<file path="src/rtl/galcount_monitor.sv">
// Event classifier and count extender for a 4-bit counter, with a threshold
// interrupt that needs an acknowledge and re-arms with hysteresis.
module galcount_monitor #(
  parameter int EXT_W = 4,
  parameter int HYST  = 2
) (
  input  logic                 Clock,
  input  logic                 Reset,
  input  logic [3:0]           Q,
  input  logic [EXT_W+3:0]     Thresh,
  input  logic                 Ack,
  output logic [EXT_W+3:0]     Count,
  output logic                 EvInc,
  output logic                 EvWrap,
  output logic                 EvLoad,
  output logic                 EvClr,
  output logic                 Overflow,
  output logic                 Irq
);

  localparam int CW = EXT_W + 4;
  localparam logic [CW-1:0] HYST_C = CW'(HYST);

  localparam logic [1:0] PRIME      = 2'd0;
  localparam logic [1:0] ARMED      = 2'd1;
  localparam logic [1:0] FIRED      = 2'd2;
  localparam logic [1:0] WAIT_REARM = 2'd3;

  logic [1:0]       state_reg, state_next;
  logic [3:0]       prev_reg, prev_next;
  logic [EXT_W-1:0] ext_reg, ext_next;
  logic             inc_reg, inc_next;
  logic             wrap_reg, wrap_next;
  logic             load_reg, load_next;
  logic             clr_reg, clr_next;
  logic             ovf_reg, ovf_next;
  logic             irq_reg, irq_next;

  logic             changed, is_wrap, is_inc, is_clr, is_load;
  logic [CW-1:0]    count_cur, rearm_lim;

  // prev_reg always holds the last sampled Q, so the extended count is just the concatenation
  assign count_cur = {ext_reg, prev_reg};
  assign rearm_lim = (Thresh > HYST_C) ? (Thresh - HYST_C) : '0;

  // 15 -> 0 is always a wrap, even if the upstream counter was actually cleared
  assign changed = (Q != prev_reg);
  assign is_wrap = (prev_reg == 4'hF) && (Q == 4'h0);
  assign is_inc  = changed && (prev_reg != 4'hF) && (Q == prev_reg + 4'd1);
  assign is_clr  = changed && (prev_reg != 4'hF) && (Q == 4'h0);
  assign is_load = changed && !is_wrap && !is_inc && !is_clr;

  always_comb begin
    state_next = state_reg;
    prev_next  = prev_reg;
    ext_next   = ext_reg;
    inc_next   = 1'b0;
    wrap_next  = 1'b0;
    load_next  = 1'b0;
    clr_next   = 1'b0;
    ovf_next   = ovf_reg;
    irq_next   = irq_reg;

    if (state_reg == PRIME) begin
      prev_next  = Q;
      ext_next   = '0;
      irq_next   = 1'b0;
      state_next = ARMED;
    end else begin
      prev_next = Q;
      inc_next  = is_inc;
      wrap_next = is_wrap;
      load_next = is_load;
      clr_next  = is_clr;
      if (is_wrap) begin
        ext_next = ext_reg + EXT_W'(1);
        if (&ext_reg) ovf_next = 1'b1;
      end else if (is_load || is_clr) begin
        ext_next = '0;
      end

      // Interrupt decisions look at the registered count, one cycle behind Q
      case (state_reg)
        ARMED: begin
          if (count_cur >= Thresh) begin
            state_next = FIRED;
            irq_next   = 1'b1;
          end
        end
        FIRED: begin
          if (Ack) begin
            state_next = WAIT_REARM;
            irq_next   = 1'b0;
          end
        end
        WAIT_REARM: begin
          if (count_cur < rearm_lim) state_next = ARMED;
        end
        default: state_next = ARMED;
      endcase
    end
  end

  always_ff @(posedge Clock) begin
    if (Reset) begin
      state_reg <= PRIME;
      prev_reg  <= '0;
      ext_reg   <= '0;
      inc_reg   <= 1'b0;
      wrap_reg  <= 1'b0;
      load_reg  <= 1'b0;
      clr_reg   <= 1'b0;
      ovf_reg   <= 1'b0;
      irq_reg   <= 1'b0;
    end else begin
      state_reg <= state_next;
      prev_reg  <= prev_next;
      ext_reg   <= ext_next;
      inc_reg   <= inc_next;
      wrap_reg  <= wrap_next;
      load_reg  <= load_next;
      clr_reg   <= clr_next;
      ovf_reg   <= ovf_next;
      irq_reg   <= irq_next;
    end
  end

  assign Count    = count_cur;
  assign EvInc    = inc_reg;
  assign EvWrap   = wrap_reg;
  assign EvLoad   = load_reg;
  assign EvClr    = clr_reg;
  assign Overflow = ovf_reg;
  assign Irq      = irq_reg;

endmodule

</file>
<file path="config.mk">
export PLATFORM = sky130hd
export DESIGN_NAME = galcount_monitor
export DESIGN_NICKNAME = d
export VERILOG_FILES = /design/src/rtl/galcount_monitor.sv
export SDC_FILE = /design/constraint.sdc
export NUM_CORES = 1
export LEC_CHECK = 0
export ABC_AREA = 1
export ABC_CLOCK_PERIOD_IN_PS = 3250
export CAP_MARGIN = 20
export CORE_AREA = 4 4 57 59
export CTS_BUF_LIST = sky130_fd_sc_hd__clkbuf_16
export DETAILED_ROUTE_END_ITERATION = 16
export DIE_AREA = 0 0 61 63
export GPL_ROUTABILITY_DRIVEN = 0
export HOLD_SLACK_MARGIN = 0.08
export PLACE_DENSITY = 0.76
export SLEW_MARGIN = 30
export SYNTH_ARGS = -nofsm -noshare
export SYNTH_HDL_FRONTEND = slang
export SYNTH_SLANG_ARGS = --single-unit
</file>
<file path="constraint.sdc">
create_clock -name Clock -period 3.25 [get_ports Clock]
set_clock_uncertainty 0.2 [all_clocks]
set_input_delay 0.975 -clock Clock [delete_from_list [all_inputs] [get_ports Clock]]
set_output_delay 0.975 -clock Clock [all_outputs]
set_load 0.1 [all_outputs]
</file>
## Word-level counts from Yosys, hierarchy flattened

Cells that the tools add are included.

| operators by class | value |
|---|---|
| mux-type cells | 11 |
| shift operators | 0 |
| bitwise gates (word level) | 1 |
| order comparisons | 3 |
| reductions and logical operators | 20 |
| divide/modulo/power cells | 0 |
| equality and inequality tests | 13 |
| multipliers | 0 |
| $add $sub $neg | 3 |

Operator list:

| cell | count |
|---|---|
| $ne 3x3->1 const B | 3 |
| $reduce_and 3->1 | 3 |
| $add 4x1->4 const B | 2 |
| $ge 8x8->1 | 1 |
| $gt 8x2->1 const B | 1 |
| $lt 8x8->1 | 1 |
| $mux 4 | 2 |
| $mux 8 | 1 |
| $sub 8x2->8 const B | 1 |
| $logic_and 1x1->1 | 7 |
| $mux 2 | 3 |
| $ne 2x2->1 const B | 3 |
| $pmux 2 s3 | 1 |
| $reduce_and 6->1 | 1 |
| $eq 2x2->1 const B | 2 |
| $eq 4x4->1 | 1 |
| $eq 4x4->1 const B | 1 |
| $logic_not 4->1 | 1 |
| $ne 4x4->1 | 1 |
| $ne 4x4->1 const B | 1 |
| $reduce_bool 2->1 | 2 |
| $logic_not 1->1 | 3 |
| $mux 1 | 3 |
| $eq 2x1->1 const B | 1 |
| other kinds (5) | 5 |

| storage, ports and cells | value |
|---|---|
| input bits | 15 |
| word-level logic and storage cells | 61 |
| bits in latches | 0 |
| output and inout bits | 14 |
| bits in read-only memories | 0 |
| register bits | 16 |
| memories | 0 |
| RAM bits | 0 |

## Depth between registers and ports, before layout

| depth | value |
|---|---|
| word-level depth | 9 |
| depth in mapped cells | 16 |
| gate-level depth less buffers | 16 |

## Least setup slack after synthesis

No wires, ideal clock.

| timing | value |
|---|---|
| path type | input port to flip-flop |
| start point | in Thresh[2] |
| end point | reg state_reg[1] |
| arrival | 2612 ps |
| data required time | 2935 ps |
| stages on the path | 14 |
| setup time | 115 ps |
| path buffers | 0 |
| setup slack | 323 ps |
| cells stage by stage | nor2_1 > inv_1 > nor3_1 > nand3_1 > nand3_1 > ha_1 > a21oi_1 > nor2_1 > a211oi_1 > nand2_1 > nand2_1 > nand3_1 > nand2_1 > nor2_1 |

| between the ends | value |
|---|---|
| cells in the longest elaborated chain, start to end | 5 |
| elaborated cells on any way between the ends | 8 |
| those cells by class | 1 x add/sub; 3 x order compare; 2 x eq/ne; 1 x mux; 1 x reduce/logical |

RTL lines:

| item | line | RTL |
|---|---|---|
| start: declaration | 10 | `input logic [EXT_W+3:0] Thresh,` |
| $sub 8x2->8 / $gt 8x2->1 (equally long branches) | 44 | `assign rearm_lim = (Thresh > HYST_C) ? (Thresh - HYST_C) : '0;` |
| $mux 8 | 44 |  |
| $lt 8x8->1 | 97 | `if (count_cur < rearm_lim) state_next = ARMED;` |
| $ne 2x2->1 (no line) | -- |  |
| $reduce_and 3->1 (no line) * | -- |  |
| end signal: assignment | 116 | `state_reg <= state_next;` |
| end: declaration | 29 | `logic [1:0] state_reg, state_next;` |

Every way passes the cells marked *; elsewhere a longest branch is shown, timed or not.
A chain may end at the register's enable or synchronous reset.

## Worst setup path after layout

| timing | value |
|---|---|
| start point | in Thresh[1] |
| end point | reg state_reg[0] |

| between the ends | value |
|---|---|
| cells in the longest elaborated chain, start to end | 5 |
| elaborated cells on any way between the ends | 8 |
| those cells by class | 1 x add/sub; 3 x order compare; 2 x eq/ne; 1 x mux; 1 x reduce/logical |

RTL lines:

| item | line |
|---|---|
| $sub 8x2->8 / $gt 8x2->1 (equally long branches) | 44 |
| $mux 8 | 44 |
| $lt 8x8->1 | 97 |
| $ne 3x3->1 (no line) | -- |
| $reduce_and 3->1 (no line) * | -- |

Marks and branches as above.

==> flow_summary.json <==
{
  "initial_utilization_pct": 48.5,
  "timing.critical_path.max_delay_family": "simple AND/OR/NAND/NOR gates",
  "global_route.usage.total_pct": 17.6,
  "via_count_of_the_first_global_routing_pass": 1240,
  "critical_path.max_fanout": 4,
  "detailroute.via_count": 1343,
  "critical_path.n_buffers_inverters": 3,
  "clock-root-buffer": "sky130_fd_sc_hd__clkbuf_16",
  "vdd_drop_max_v": 0.000446,
  "seq_area_frac_synth_pct": 24.4,
  "die_height_um": 63,
  "ctsHtreeMaxLevel": 1,
  "setup_viol": 0,
  "path_common_cell": "sky130_fd_sc_hd__nand2_1",
  "wire_length_of_the_first_global_routing_pass_mm": 5.24,
  "finalMaxSlewViolations": 0,
  "final_min_period_over_clock_period_pct": 99.4,
  "cts_sinks": 16,
  "fin_util_pct": 69.5,
  "yosys.cell_types.count": 21,
  "clock_latency_ns": 0.25,
  "timing.max_slew.rel_slack_pct": 77.6,
  "mappedNetlistNets": 228,
  "gr-total-overflow": 0,
  "vias_per_cell": 4.99,
  "final_hold_viol_count": 0,
  "cts_tree": "done",
  "area_delta_synth_final_pct": 43.3,
  "clk_pin_slew_ns": 0.05,
  "critPathArrivalTime_ns": 3.17,
  "p_leak_nw": 0.981,
  "buffer_ports.inserted": 28,
  "tightest_slew_ns": 0.335,
  "grt_max_degree": 10,
  "die_area_mm2": 0.00384,
  "dp_slack_ns": -0.256,
  "worstPathCellList": "clkdlybuf4s50_1 -> inv_1 -> ha_2 -> buf_4 -> or2_2 -> nand3_2 -> ha_4 -> a21oi_1 -> nand2_1 -> nand2_1 -> nand2_1 -> nand2_2 -> nand3_1 -> nand2_1 -> nor2_1",
  "synth_area_mm2": 0.00132,
  "placed_cell_area_mm2": 0.00171,
  "slowest_stage": "sky130_fd_sc_hd__clkdlybuf4s50_1",
  "rows": 19,
  "maxCapViolCount": 0,
  "detailedRoute.firstPassIterationCount": 4,
  "status": "complete, no violations",
  "routedWlPerCell_um": 12.8,
  "ys_seq_elements": 16,
  "critical_path.startpoint_type": "input pin",
  "final_layout_size_suffix_gt1_share_pct": 22.7,
  "synthCells": 190,
  "max_freq_ghz": 0.310,
  "whs_ns": 0.244,
  "crit_required_ns": 3.19,
  "detailedPlacementHpwl_mm": 2.40,
  "timing.final.ws_setup_ns": 0.0203,
  "final_antenna_net_count": 0,
  "setup.reg_to_reg.worst_slack_ns": 1.23,
  "total_power_of_the_final_layout_w": 0.000730,
  "final_net_count": 277,
  "diodes": 0,
  "critical-path-max-stage-delay_ns": 0.49,
  "finalInstanceArea_mm2": 0.00188,
  "drt_iter0_drc": 90,
  "floorplan.io_pins": 29,
  "min-delay-path-class": "reg2reg",
  "core-area_mm2": 0.00271,
  "post-route-drc-count": 0,
  "initial_antenna_violation_count": 0,
  "clockBufferDepth": 2,
  "layout_min_cycle_time_ns": 3.23,
  "per_instance_average_area_after_synthesis_um2": 6.92,
  "routed_wl_mm": 3.43,
  "die_w_um": 61,
  "worst_path_class_setup": "in2reg",
  "cp-end-kind": "flop",
  "power.density_cell_area_mw_per_mm2": 387,
  "synth.yosys.warnings": 0,
  "inserted_clock_buffers": 3
}
==> worst paths after layout <==
kind / depth (start not counted) / to / from
hold / removal: 2 / Irq$_SDFFE_PP0P_ / Irq$_SDFFE_PP0P_
setup / recovery: 15 / state_reg[0]$_SDFFE_PP0P_ / Thresh[1]
hold reg to reg: 2 / Irq$_SDFFE_PP0P_ / Irq$_SDFFE_PP0P_
setup reg to reg: 8 / state_reg[1]$_SDFFE_PP0P_ / ext_reg[3]$_SDFFE_PP0P_
==> tightest hold or removal path: stages (launching register included) <==
cell and delay [ns]:
sky130_fd_sc_hd__dfxtp_1 0.30, sky130_fd_sc_hd__inv_1 0.05, sky130_fd_sc_hd__a21oi_1 0.05
==> placed cells by master (no fill, tap or decap), types with 2 or more instances in the layout <==
master / n
sky130_fd_sc_hd__nor2_1: 18
sky130_fd_sc_hd__dlymetal6s2s_1: 2
sky130_fd_sc_hd__inv_1: 31
sky130_fd_sc_hd__nand2_1: 35
sky130_fd_sc_hd__clkdlybuf4s50_1: 12
sky130_fd_sc_hd__ha_1: 20
sky130_fd_sc_hd__nor4_1: 2
sky130_fd_sc_hd__nor3_2: 2
sky130_fd_sc_hd__buf_4: 30
sky130_fd_sc_hd__nor2_2: 3
sky130_fd_sc_hd__o21ai_0: 4
sky130_fd_sc_hd__or2_2: 3
sky130_fd_sc_hd__ha_4: 2
sky130_fd_sc_hd__nand2_2: 2
sky130_fd_sc_hd__a21oi_1: 13
sky130_fd_sc_hd__nor3_1: 3
sky130_fd_sc_hd__dfxtp_1: 16
sky130_fd_sc_hd__nand3_1: 12
sky130_fd_sc_hd__nand3_2: 2
sky130_fd_sc_hd__clkbuf_16: 3
sky130_fd_sc_hd__o21ai_1: 4
sky130_fd_sc_hd__xor2_1: 6
sky130_fd_sc_hd__nand4_1: 3
==> area by class of cell <==
class / instances / area [µm²]
Tap cell: 31 / 38.8
Timing Repair Buffer: 44 / 370
Clock inverter: 1 / 3.75
Inverter: 32 / 120
Multi-Input combinational cell: 142 / 956
Clock buffer: 3 / 75.1
Fill cell: 236 / 826
Sequential cell: 16 / 320
==> Yosys cell counts, drive strengths merged <==
library cell  number  area [µm²]
ha                23         288
dfxtp             16         320
a21oi             13        65.1
a211oi             1        7.51
nor3               6        35.0
nand3             15        75.1
nor4               2        12.5
nand4              3        18.8
xor2               6        52.6
o21ai              8        40.0
inv               32         120
nor2              21        81.3
o21a               1        7.51
a31o               1        8.76
xnor2              2        25.0
or2                3        18.8
nand2             37         139
==> where the power goes <==
group	internal (W)	switching (W)
combinational	0.0000964	0.000160
clock	0.000164	0.0000826
sequential	0.000211	0.0000163
total	0.000471	0.000259
==> cell families after synthesis <==
logic type,Yosys count,synth area share [%]
xor+xnor,8,5.90
compound gates,24,9.80
buf+inv,32,9.13
flops,16,24.4
simple gates,87,28.9
fa+ha+maj,23,21.9
==> through the flow <==
| stage | cells | TNS, ns |
|---|---|---|
| final | 269 | 0 |
| after floorplan | 190 | 0 |
| after detailed placement | 264 | -0.506 |
| after global routing | 269 | -0.197 |
| after global placement | 264 | -0.373 |
| after CTS | 268 | 0 |
==> repair_timing <==
action	CTS	global route
setup buffers	0	1
setup endpoints to repair	2	2
hold buffers	0	0
gates resized for setup	1	18
pin swaps	1	4
==> routing by layer <==
layer  GRT usage [%]  up-vias  wire length [µm]
met5               0        -                 0
met4            4.88        0                36
met3            3.72        5               200
met2            26.1       29              1600
met1            25.4      595              1590
li1                -      714                 -
No activity file was read; power rests on OpenSTA's default activity.
